--- config.mk ---
export PLATFORM = sky130hd
export DESIGN_NAME = tower_placer_ctrl_flat
export DESIGN_NICKNAME = d
export VERILOG_FILES = /design/src/rtl/tower_placer_ctrl_pkg.sv /design/src/rtl/tower_placer_ctrl_if.sv /design/src/rtl/tower_placer_ctrl_occupancy_map.sv /design/src/rtl/tower_placer_ctrl.sv /design/src/flat_wrapper.sv
export SDC_FILE = /design/constraint.sdc
export NUM_CORES = 1
export LEC_CHECK = 0
export ABC_AREA = 1
export CAP_MARGIN = 20
export CORE_MARGIN = 2
export CORE_UTILIZATION = 55
export DETAILED_ROUTE_END_ITERATION = 7
export PLACE_DENSITY = 0.78
export SYNTH_ARGS = -nofsm -noshare
export SYNTH_HDL_FRONTEND = slang
export SYNTH_SLANG_ARGS = --single-unit
export TNS_END_PERCENT = 20
--- constraint.sdc ---
create_clock -name clk -period 3.8 [get_ports clk]
set_clock_uncertainty 0.05 [all_clocks]
set_input_delay 0.76 -clock clk [delete_from_list [all_inputs] [get_ports clk]]
set_output_delay 0.76 -clock clk [all_outputs]
set_load 0.05 [all_outputs]
--- src/rtl/tower_placer_ctrl_pkg.sv ---
// Shared types and grid geometry for the tower-placer controller.
// The cell index packs (col,row) into a flat 0..47 occupancy address.
package tower_placer_ctrl_pkg;

    localparam int GRID_COLS = 8;
    localparam int GRID_ROWS = 6;
    localparam int CELL_PX   = 20;
    localparam int NUM_CELLS = GRID_COLS * GRID_ROWS;

    typedef enum logic [3:0] {
        RST_HOLD,
        INIT,
        DRAW_SQ,
        IDLE,
        ERASE_R,
        ERASE_D,
        MOVE_R,
        MOVE_D,
        MR_WAIT,
        MD_WAIT,
        ERASE_T,
        DRAW_T
    } state_e;

    function automatic logic [5:0] cell_index(input logic [2:0] col, input logic [2:0] row);
        return 6'(row) * 6'(GRID_COLS) + 6'(col);
    endfunction

endpackage

--- src/rtl/tower_placer_ctrl_if.sv ---
// Request, datapath-feedback and datapath-control bundle of the controller.
// master is the controller side, slave is the keyboard/datapath side.
interface tower_placer_ctrl_if;

    logic       req_right;
    logic       req_down;
    logic       req_place;
    logic       valid;
    logic       square_done;
    logic       erase_square_done;
    logic       tower_done;
    logic       top_left;
    logic       draw_square;
    logic       move_right;
    logic       move_down;
    logic       move_right_wait;
    logic       move_down_wait;
    logic       draw_tower;
    logic       erase_square_right;
    logic       erase_square_down;
    logic       erase_square_tower;
    logic       busy;
    logic [2:0] cursor_col;
    logic [2:0] cursor_row;
    logic       place_ok;
    logic       place_reject;

    modport master (
        input  req_right, req_down, req_place, valid,
               square_done, erase_square_done, tower_done,
        output top_left, draw_square, move_right, move_down,
               move_right_wait, move_down_wait, draw_tower,
               erase_square_right, erase_square_down, erase_square_tower,
               busy, cursor_col, cursor_row, place_ok, place_reject
    );

    modport slave (
        output req_right, req_down, req_place, valid,
               square_done, erase_square_done, tower_done,
        input  top_left, draw_square, move_right, move_down,
               move_right_wait, move_down_wait, draw_tower,
               erase_square_right, erase_square_down, erase_square_tower,
               busy, cursor_col, cursor_row, place_ok, place_reject
    );

endinterface

--- src/rtl/tower_placer_ctrl_occupancy_map.sv ---
// One bit per grid cell recording whether a tower already stands there.
// Clear wins over set so a reset during a tower commit leaves the map empty.
module tower_occupancy_map
    import tower_placer_ctrl_pkg::*;
(
    input  logic       clk,
    input  logic       clear_i,
    input  logic       set_en_i,
    input  logic [5:0] set_idx_i,
    input  logic [5:0] rd_idx_i,
    output logic       rd_bit_o
);

    logic [NUM_CELLS-1:0] occ_q;

    always_ff @(posedge clk) begin
        if (clear_i) begin
            occ_q <= '0;
        end else if (set_en_i) begin
            occ_q[set_idx_i] <= 1'b1;
        end
    end

    assign rd_bit_o = occ_q[rd_idx_i];

endmodule

--- src/rtl/tower_placer_ctrl.sv ---
// Sequencer for the tower-placer datapath: turns key pulses into one-hot
// control strobes, tracks a shadow cursor and refuses placing on occupied cells.
module tower_placer_ctrl
    import tower_placer_ctrl_pkg::*;
#(
    parameter int DONE_GUARD = 2
) (
    input  logic               clk,
    input  logic               resetn,
    tower_placer_ctrl_if.master bus
);

    localparam int            DW      = $clog2(DONE_GUARD + 1);
    localparam logic [DW-1:0] GUARD   = DW'(DONE_GUARD);
    localparam logic [2:0]    COL_MAX = 3'(GRID_COLS - 1);
    localparam logic [2:0]    ROW_MAX = 3'(GRID_ROWS - 1);

    state_e        state_q, state_d;
    logic [DW-1:0] dwell_q, dwell_d;
    logic [2:0]    col_q, col_d;
    logic [2:0]    row_q, row_d;
    logic          ok_q, ok_d;
    logic          rej_q, rej_d;
    logic          set_en;
    logic          occupied;
    logic          guard_ok;
    logic [5:0]    cur_idx;

    assign cur_idx  = cell_index(col_q, row_q);
    assign guard_ok = (dwell_q >= GUARD);

    tower_occupancy_map u_occ (
        .clk       (clk),
        .clear_i   (!resetn),
        .set_en_i  (set_en),
        .set_idx_i (cur_idx),
        .rd_idx_i  (cur_idx),
        .rd_bit_o  (occupied)
    );

    always_ff @(posedge clk) begin
        if (!resetn) begin
            state_q <= RST_HOLD;
            dwell_q <= '0;
            col_q   <= '0;
            row_q   <= '0;
            ok_q    <= 1'b0;
            rej_q   <= 1'b0;
        end else begin
            state_q <= state_d;
            dwell_q <= dwell_d;
            col_q   <= col_d;
            row_q   <= row_d;
            ok_q    <= ok_d;
            rej_q   <= rej_d;
        end
    end

    // Done flags are sticky in the datapath, so they only count after the guard dwell.
    always_comb begin
        state_d = state_q;
        col_d   = col_q;
        row_d   = row_q;
        ok_d    = 1'b0;
        rej_d   = 1'b0;
        set_en  = 1'b0;
        case (state_q)
            RST_HOLD: state_d = INIT;
            INIT:     state_d = DRAW_SQ;
            DRAW_SQ:  if (guard_ok && bus.square_done) state_d = IDLE;
            IDLE: begin
                if (bus.req_place) begin
                    if (occupied) rej_d   = 1'b1;
                    else          state_d = ERASE_T;
                end else if (bus.req_right) begin
                    state_d = ERASE_R;
                end else if (bus.req_down) begin
                    state_d = ERASE_D;
                end
            end
            ERASE_R:  if (guard_ok && bus.erase_square_done) state_d = MOVE_R;
            ERASE_D:  if (guard_ok && bus.erase_square_done) state_d = MOVE_D;
            MOVE_R: begin
                if (bus.valid) begin
                    col_d   = (col_q == COL_MAX) ? 3'd0 : col_q + 3'd1;
                    state_d = MR_WAIT;
                end
            end
            MOVE_D: begin
                if (bus.valid) begin
                    row_d   = (row_q == ROW_MAX) ? 3'd0 : row_q + 3'd1;
                    state_d = MD_WAIT;
                end
            end
            MR_WAIT,
            MD_WAIT:  state_d = DRAW_SQ;
            ERASE_T:  if (guard_ok && bus.erase_square_done) state_d = DRAW_T;
            DRAW_T: begin
                if (guard_ok && bus.tower_done) begin
                    set_en  = 1'b1;
                    ok_d    = 1'b1;
                    state_d = DRAW_SQ;
                end
            end
            default:  state_d = RST_HOLD;
        endcase
    end

    always_comb begin
        dwell_d = dwell_q;
        if (state_d != state_q) begin
            dwell_d = '0;
        end else if (dwell_q < GUARD) begin
            dwell_d = dwell_q + DW'(1);
        end
    end

    always_comb begin
        bus.top_left           = 1'b0;
        bus.draw_square        = 1'b0;
        bus.move_right         = 1'b0;
        bus.move_down          = 1'b0;
        bus.move_right_wait    = 1'b0;
        bus.move_down_wait     = 1'b0;
        bus.draw_tower         = 1'b0;
        bus.erase_square_right = 1'b0;
        bus.erase_square_down  = 1'b0;
        bus.erase_square_tower = 1'b0;
        case (state_q)
            INIT:    bus.top_left           = 1'b1;
            DRAW_SQ: bus.draw_square        = 1'b1;
            ERASE_R: bus.erase_square_right = 1'b1;
            ERASE_D: bus.erase_square_down  = 1'b1;
            MOVE_R:  bus.move_right         = 1'b1;
            MOVE_D:  bus.move_down          = 1'b1;
            MR_WAIT: bus.move_right_wait    = 1'b1;
            MD_WAIT: bus.move_down_wait     = 1'b1;
            ERASE_T: bus.erase_square_tower = 1'b1;
            DRAW_T:  bus.draw_tower         = 1'b1;
            default: ;
        endcase
    end

    assign bus.busy         = (state_q != IDLE);
    assign bus.cursor_col   = col_q;
    assign bus.cursor_row   = row_q;
    assign bus.place_ok     = ok_q;
    assign bus.place_reject = rej_q;

endmodule

--- src/flat_wrapper.sv ---
// flat-port wrapper written by rule: the top's interface ports become plain ports
module tower_placer_ctrl_flat import tower_placer_ctrl_pkg::*;
#(
    parameter int DONE_GUARD = 2
)
  (clk, resetn, bus_req_right, bus_req_down, bus_req_place, bus_valid, bus_square_done, bus_erase_square_done, bus_tower_done, bus_top_left, bus_draw_square, bus_move_right, bus_move_down, bus_move_right_wait, bus_move_down_wait, bus_draw_tower, bus_erase_square_right, bus_erase_square_down, bus_erase_square_tower, bus_busy, bus_cursor_col, bus_cursor_row, bus_place_ok, bus_place_reject);
  tower_placer_ctrl_if bus_i ();
  input  logic clk;
  input  logic resetn;
  input wire logic [$bits(bus_i.req_right)-1:0] bus_req_right;
  input wire logic [$bits(bus_i.req_down)-1:0] bus_req_down;
  input wire logic [$bits(bus_i.req_place)-1:0] bus_req_place;
  input wire logic [$bits(bus_i.valid)-1:0] bus_valid;
  input wire logic [$bits(bus_i.square_done)-1:0] bus_square_done;
  input wire logic [$bits(bus_i.erase_square_done)-1:0] bus_erase_square_done;
  input wire logic [$bits(bus_i.tower_done)-1:0] bus_tower_done;
  output wire logic [$bits(bus_i.top_left)-1:0] bus_top_left;
  output wire logic [$bits(bus_i.draw_square)-1:0] bus_draw_square;
  output wire logic [$bits(bus_i.move_right)-1:0] bus_move_right;
  output wire logic [$bits(bus_i.move_down)-1:0] bus_move_down;
  output wire logic [$bits(bus_i.move_right_wait)-1:0] bus_move_right_wait;
  output wire logic [$bits(bus_i.move_down_wait)-1:0] bus_move_down_wait;
  output wire logic [$bits(bus_i.draw_tower)-1:0] bus_draw_tower;
  output wire logic [$bits(bus_i.erase_square_right)-1:0] bus_erase_square_right;
  output wire logic [$bits(bus_i.erase_square_down)-1:0] bus_erase_square_down;
  output wire logic [$bits(bus_i.erase_square_tower)-1:0] bus_erase_square_tower;
  output wire logic [$bits(bus_i.busy)-1:0] bus_busy;
  output wire logic [$bits(bus_i.cursor_col)-1:0] bus_cursor_col;
  output wire logic [$bits(bus_i.cursor_row)-1:0] bus_cursor_row;
  output wire logic [$bits(bus_i.place_ok)-1:0] bus_place_ok;
  output wire logic [$bits(bus_i.place_reject)-1:0] bus_place_reject;
  assign bus_i.req_right = bus_req_right;
  assign bus_i.req_down = bus_req_down;
  assign bus_i.req_place = bus_req_place;
  assign bus_i.valid = bus_valid;
  assign bus_i.square_done = bus_square_done;
  assign bus_i.erase_square_done = bus_erase_square_done;
  assign bus_i.tower_done = bus_tower_done;
  assign bus_top_left = bus_i.top_left;
  assign bus_draw_square = bus_i.draw_square;
  assign bus_move_right = bus_i.move_right;
  assign bus_move_down = bus_i.move_down;
  assign bus_move_right_wait = bus_i.move_right_wait;
  assign bus_move_down_wait = bus_i.move_down_wait;
  assign bus_draw_tower = bus_i.draw_tower;
  assign bus_erase_square_right = bus_i.erase_square_right;
  assign bus_erase_square_down = bus_i.erase_square_down;
  assign bus_erase_square_tower = bus_i.erase_square_tower;
  assign bus_busy = bus_i.busy;
  assign bus_cursor_col = bus_i.cursor_col;
  assign bus_cursor_row = bus_i.cursor_row;
  assign bus_place_ok = bus_i.place_ok;
  assign bus_place_reject = bus_i.place_reject;
  tower_placer_ctrl #(.DONE_GUARD(DONE_GUARD)) u_core (.clk(clk), .resetn(resetn), .bus(bus_i));
endmodule
**Word level (Yosys, flattened, before mapping)**

Index checks and enable logic that the tools add are counted.

- Register bits: 62
- Input bits: 9
- Output and inout port bits: 19

- Add/sub/neg operators: 4
- Magnitude comparators: 4
- Equality and inequality tests: 15
- Multiplexer cells: 31
- Bitwise gates (word level): 2
- Reduce and logical (&&, ||, !) cells: 10

Operator list:

| kind | number |
|---|---|
| 48-bit bitwise OR | 1 |
| 4-bit 2-to-1 mux | 11 |
| 4-bit one-hot mux with 10 select lines | 1 |
| 4-bit by 3-bit equality test with 1-bit output (second input constant) | 4 |
| 4-bit equality test (second input constant) | 4 |
| 1-bit 2-to-1 mux | 15 |
| 4-bit by 2-bit equality test with 1-bit output (second input constant) | 2 |
| 6-bit by 7-bit less-than comparator with 1-bit output (second input constant) | 1 |
| 3-bit by 1-bit adder with 3-bit output (second input constant) | 2 |
| 6-bit by 3-bit adder with 6-bit output | 1 |
| 1-bit binary-select mux with 6-bit select | 1 |
| 1-bit demux with 6-bit select | 1 |
| 3-bit equality test (second input constant) | 2 |
| 6-bit by 1-bit greater-or-equal comparator with 1-bit output (second input constant) | 1 |
| 3-bit 2-to-1 mux | 2 |
| 4-bit by 1-bit equality test with 1-bit output (second input constant) | 1 |
| 1-bit logical AND | 4 |
| 4-bit logical NOT | 1 |
| 4-bit by 2-bit inequality test with 1-bit output (second input constant) | 1 |
| 4-bit inequality test | 1 |
| 2-bit AND reduction | 2 |
| 3-bit AND reduction | 1 |
| 3-bit OR reduction | 1 |
| 2-bit by 1-bit adder with 2-bit output (second input constant) | 1 |
| 4 further kinds | 4 |

**Logic depth before layout (Yosys ltp)**

- Word-level depth: 8
- Mapped depth: 21
- Depth with buffers taken out: 19

**Modules after synthesis**

A second synthesis with hierarchy kept.

- Cells, all modules: 448
- Area total of the unflattened synthesis: 3,076.7 um^2

Modules (own cells, without submodules):

| module | times used | cells an instance | area each (um^2) |
|---|---|---|---|
| tower_occupancy_map | 1 | 295 | 2,172.1 |
| tower_placer_ctrl | 1 | 153 | 904.6 |

**Worst setup path before layout**

No wires, ideal clock.

- Kind: register to register
- Start: reg u_core.state_q[0]
- End: reg u_core.dwell_q[0]
- Setup time: 116 ps
- Arrival: 2,156 ps
- Required time: 3,634 ps
- Slack: 1,479 ps
- Stages on the path, launching flop included: 13
- Path buffers: 1
- Clock period less this slack: 2,321 ps
- Cell sequence: dfxtp_1 > clkbuf_1 > nand2_1 > nor2_1 > inv_1 > a21oi_1 > nor3_1 > nand2_1 > nand2_1 > nand3_1 > nor2_1 > nand3_1 > nor2_1

- Word-level cells in the longest chain between the ends: 6
- Elaborated cells between the ends (all ways): 27

Ends and longest elaborated chain:

| element | RTL line | text |
|---|---|---|
| start, declared | tower_placer_ctrl.sv:18 | `state_e state_q, state_d;` |
| start signal, assigned | tower_placer_ctrl.sv:50 | `state_q <= state_d;` |
| 4-bit 2-to-1 mux | tower_placer_ctrl.sv:77 | `end else if (bus.req_down) begin` |
| 4-bit 2-to-1 mux | tower_placer_ctrl.sv:75 | `end else if (bus.req_right) begin` |
| 4-bit 2-to-1 mux | tower_placer_ctrl.sv:72 | `if (bus.req_place) begin` |
| 4-bit one-hot mux with 10 select lines | tower_placer_ctrl.sv:67 | `case (state_q)` |
| 4-bit inequality test (*) | tower_placer_ctrl.sv:111 | `if (state_d != state_q) begin` |
| 2-bit OR reduction (no source line) (*) | n/a |  |
| end signal, assigned | tower_placer_ctrl.sv:51 | `dwell_q <= dwell_d;` |
| end, declared | tower_placer_ctrl.sv:19 | `logic [DW-1:0] dwell_q, dwell_d;` |

Every way passes the cells marked *; elsewhere a longest branch is shown, timed or not.
A chain may end at the register's enable or synchronous reset.

**Worst setup path in the final report**

- Start: reg u_core.state_q[3]
- End: out bus_erase_square_tower

- Word-level cells in the longest chain between the ends: 2

Ends and longest elaborated chain:

| element | RTL line | text |
|---|---|---|
| 4-bit equality test | tower_placer_ctrl.sv:129 | `case (state_q)` |
| 1-bit 2-to-1 mux | tower_placer_ctrl.sv:129 |  |
| end, declared | flat_wrapper.sv:26 | `output wire logic [$bits(bus_i.erase_square_tower)-1:0] bus_erase_square_tower;` |

No other way between the ends.

==> metrics <==
max_cap viols 0; period utilization 0.794; TritonRoute pass-1 iters 5; Worst Setup Path Type reg -> out; post-cts resize count 0; Clock transition at path regs 0.06 ns; most frequent cells in the layout nand2_1 (103), nor2_1 (71), dfxtp_1 (62); Slew @ Worst Pin 1.00 ns; Final Net Count 486; core area roughly 5400 um2; Pwr Density 423 nW/um2; DRC violations left 0; # diodes 0; DRT iter0 DRCs around 290; Site Rows 27; layout cells sized above 1 0.0607; clock group share of total power 0.413; Post-Route WL 7840 um; syn_area_per_cell 6.79 um2; EDFF count, synth 0; post-CTS setup buffer count 0; post-route minimum period approximately 3.0 ns; DR vias/cell 5.53; Pleak 1.46 nW; DP HPWL 5290 um; Worst VDD drop 0.202 mV; total gr overflow 0; Synth Cell Area 3080 um2; combinational cell fraction of total power 0.129; hold path start u_core.u_occ.occ_q[17]; wire per inst approximately 14 um; CTS root buf clkbuf_8; largest net degree at the start of global routing 33; Worst Setup Slack, final 0.783 ns; Cell Count, Final, Fillers Out 550; CP startpoint u_core.state_q[3]; switching part of the total 0.269; Inst Count DP 535; Synth async-reset ratio 0; RSZ-0062 raised after global routing false; CTS sink cnt 62; CTS Buf Count 9; slew margin rel. 0.327; Clk Latency, worst-skew pair approximately 0.34 ns; Final Slew Violations 0; R2R cell count 17; sw power 0.000401 W; arrival time worst endpoint 2.21 ns; Place WS approximately 1.1 ns; Final Core Density 0.649; Hold Fails Final Rpt 0; Setup TNS Final 0 ns; P&R area growth vs syn 14.7%; syn_nets 465; initial antenna violation count 0; die height 78.8 um; Int Pwr approximately 0.0011 W; Die ar. 6210 um2; Ys Warns 0; first-pass GRT wire length approximately 13000 um; worst min path class reg -> reg; Via Count slightly above 3000; die width 78.8 um; Worst Path Max Fanout 7; Synth Instances 453; initial core utilization 0.566; status finished clean; Primary FF master, synth dfxtp_1; Critical Path RT 2.99 ns; routability cong. 0.904; gr usage total 0.271; Post-CTS Hold Buffers 0; Fmax achieved 331 MHz; Startpoint Class register; sequential area share after synthesis 0.403; WHS 0.423 ns; worst hold stages 2; register share of total power 0.458; number of global-route vias before repair 2795; Post-DRT Antenna Nets 0; endpoints failing setup 0; worst reg2reg path startpoint u_core.bus.cursor_col[0]; leading cell type in the layout, fill and taps excluded nand2_1; Max H-tree Level 3; post-synth cell types 32; CTS tree yes; I/O Buffers 27; Yosys reg bits 62; Boundary Pins 28; CTS max path bufs 2; CP Capture Type primary output
[worst max-delay path: stages, from the launching register on]
cell	delay [ns]
dfxtp_1	0.48
inv_2	0.09
nor2_1	0.11
inv_1	0.09
nor2_1	0.24
clkdlybuf4s50_1	0.86
[cell usage after synthesis, drive strengths merged, types with 2 or more instances]
cell type | number | area, um2
nor3 | 5 | 25.0
clkbuf | 7 | 26.3
a211oi | 3 | 22.5
o22ai | 5 | 31.3
dfxtp | 62 | 1240
nand4 | 4 | 25.0
o211ai | 2 | 15.0
nand2 | 105 | 399
a2111oi | 2 | 23.8
a31oi | 29 | 181
o21ai | 34 | 174
ha | 3 | 37.5
nand3 | 31 | 165
inv | 58 | 220
buf | 14 | 115
o32ai | 2 | 17.5
nor2 | 73 | 279
a21oi | 10 | 50.1
[through the flow]
stage               area, um2  total power (W)
floorplan                3080         0.000835
global placement         3330         0.000886
detailed placement       3330         0.000889
CTS                      3530          0.00149
global route             3530          0.00155
finish                   3530          0.00149
[cell families after synthesis]
logic type / count (synthesis) / synth area share
fa+ha+maj: 3 / 0.0122
buf+inv: 80 / 0.119
xor+xnor: 1 / 0.00285
compound gates: 88 / 0.170
flops: 62 / 0.403
simple gates: 219 / 0.292
[worst paths after layout]
kind                                               end  slack (ns)
worst min register to register  u_core.u_occ.occ_q[17]        0.42
worst max register to register       u_core.dwell_q[1]        1.03
worst min-delay path            u_core.u_occ.occ_q[17]        0.42
worst max-delay path            bus_erase_square_tower        0.78
[metal layers]
| metal | part of all wire | GRT usage | up-vias |
|---|---|---|---|
| met5 | 0 | 0 | - |
| met4 | 0.020 | 0.130 | 0 |
| met3 | 0.056 | 0.0477 | 11 |
| met2 | 0.48 | 0.449 | 86 |
| met1 | 0.44 | 0.342 | 1426 |
| li1 | - | - | 1516 |
[state kept, by name, indices dropped and copies added, names as in the netlist]
register / flops
u_core.u_occ.occ_q: 48
u_core.bus.cursor_row: 3
u_core.bus.place_reject: 1
u_core.state_q: 4
u_core.bus.cursor_col: 3
u_core.dwell_q: 2
u_core.bus.place_ok: 1
[power by group through the flow]
stage          sequential, W  clock, W  combinational (W)
6_report            0.000683  0.000616           0.000193
4_1_cts             0.000682  0.000620           0.000193
2_1_floorplan       0.000687         0           0.000147
3_5_place_dp        0.000697         0           0.000192
5_1_grt             0.000684  0.000651           0.000216
3_3_place_gp        0.000696         0           0.000190
[layout make-up]
cell class	instances	area, um2
flip-flops and latches	62	1240
clock buffers	10	128
well taps	72	90.1
inverters	59	224
multi-input cells	311	1470
clock inverters	5	75.1
repair buffers	31	300
fillers	504	1910
Power figures use the tool's default switching activity.
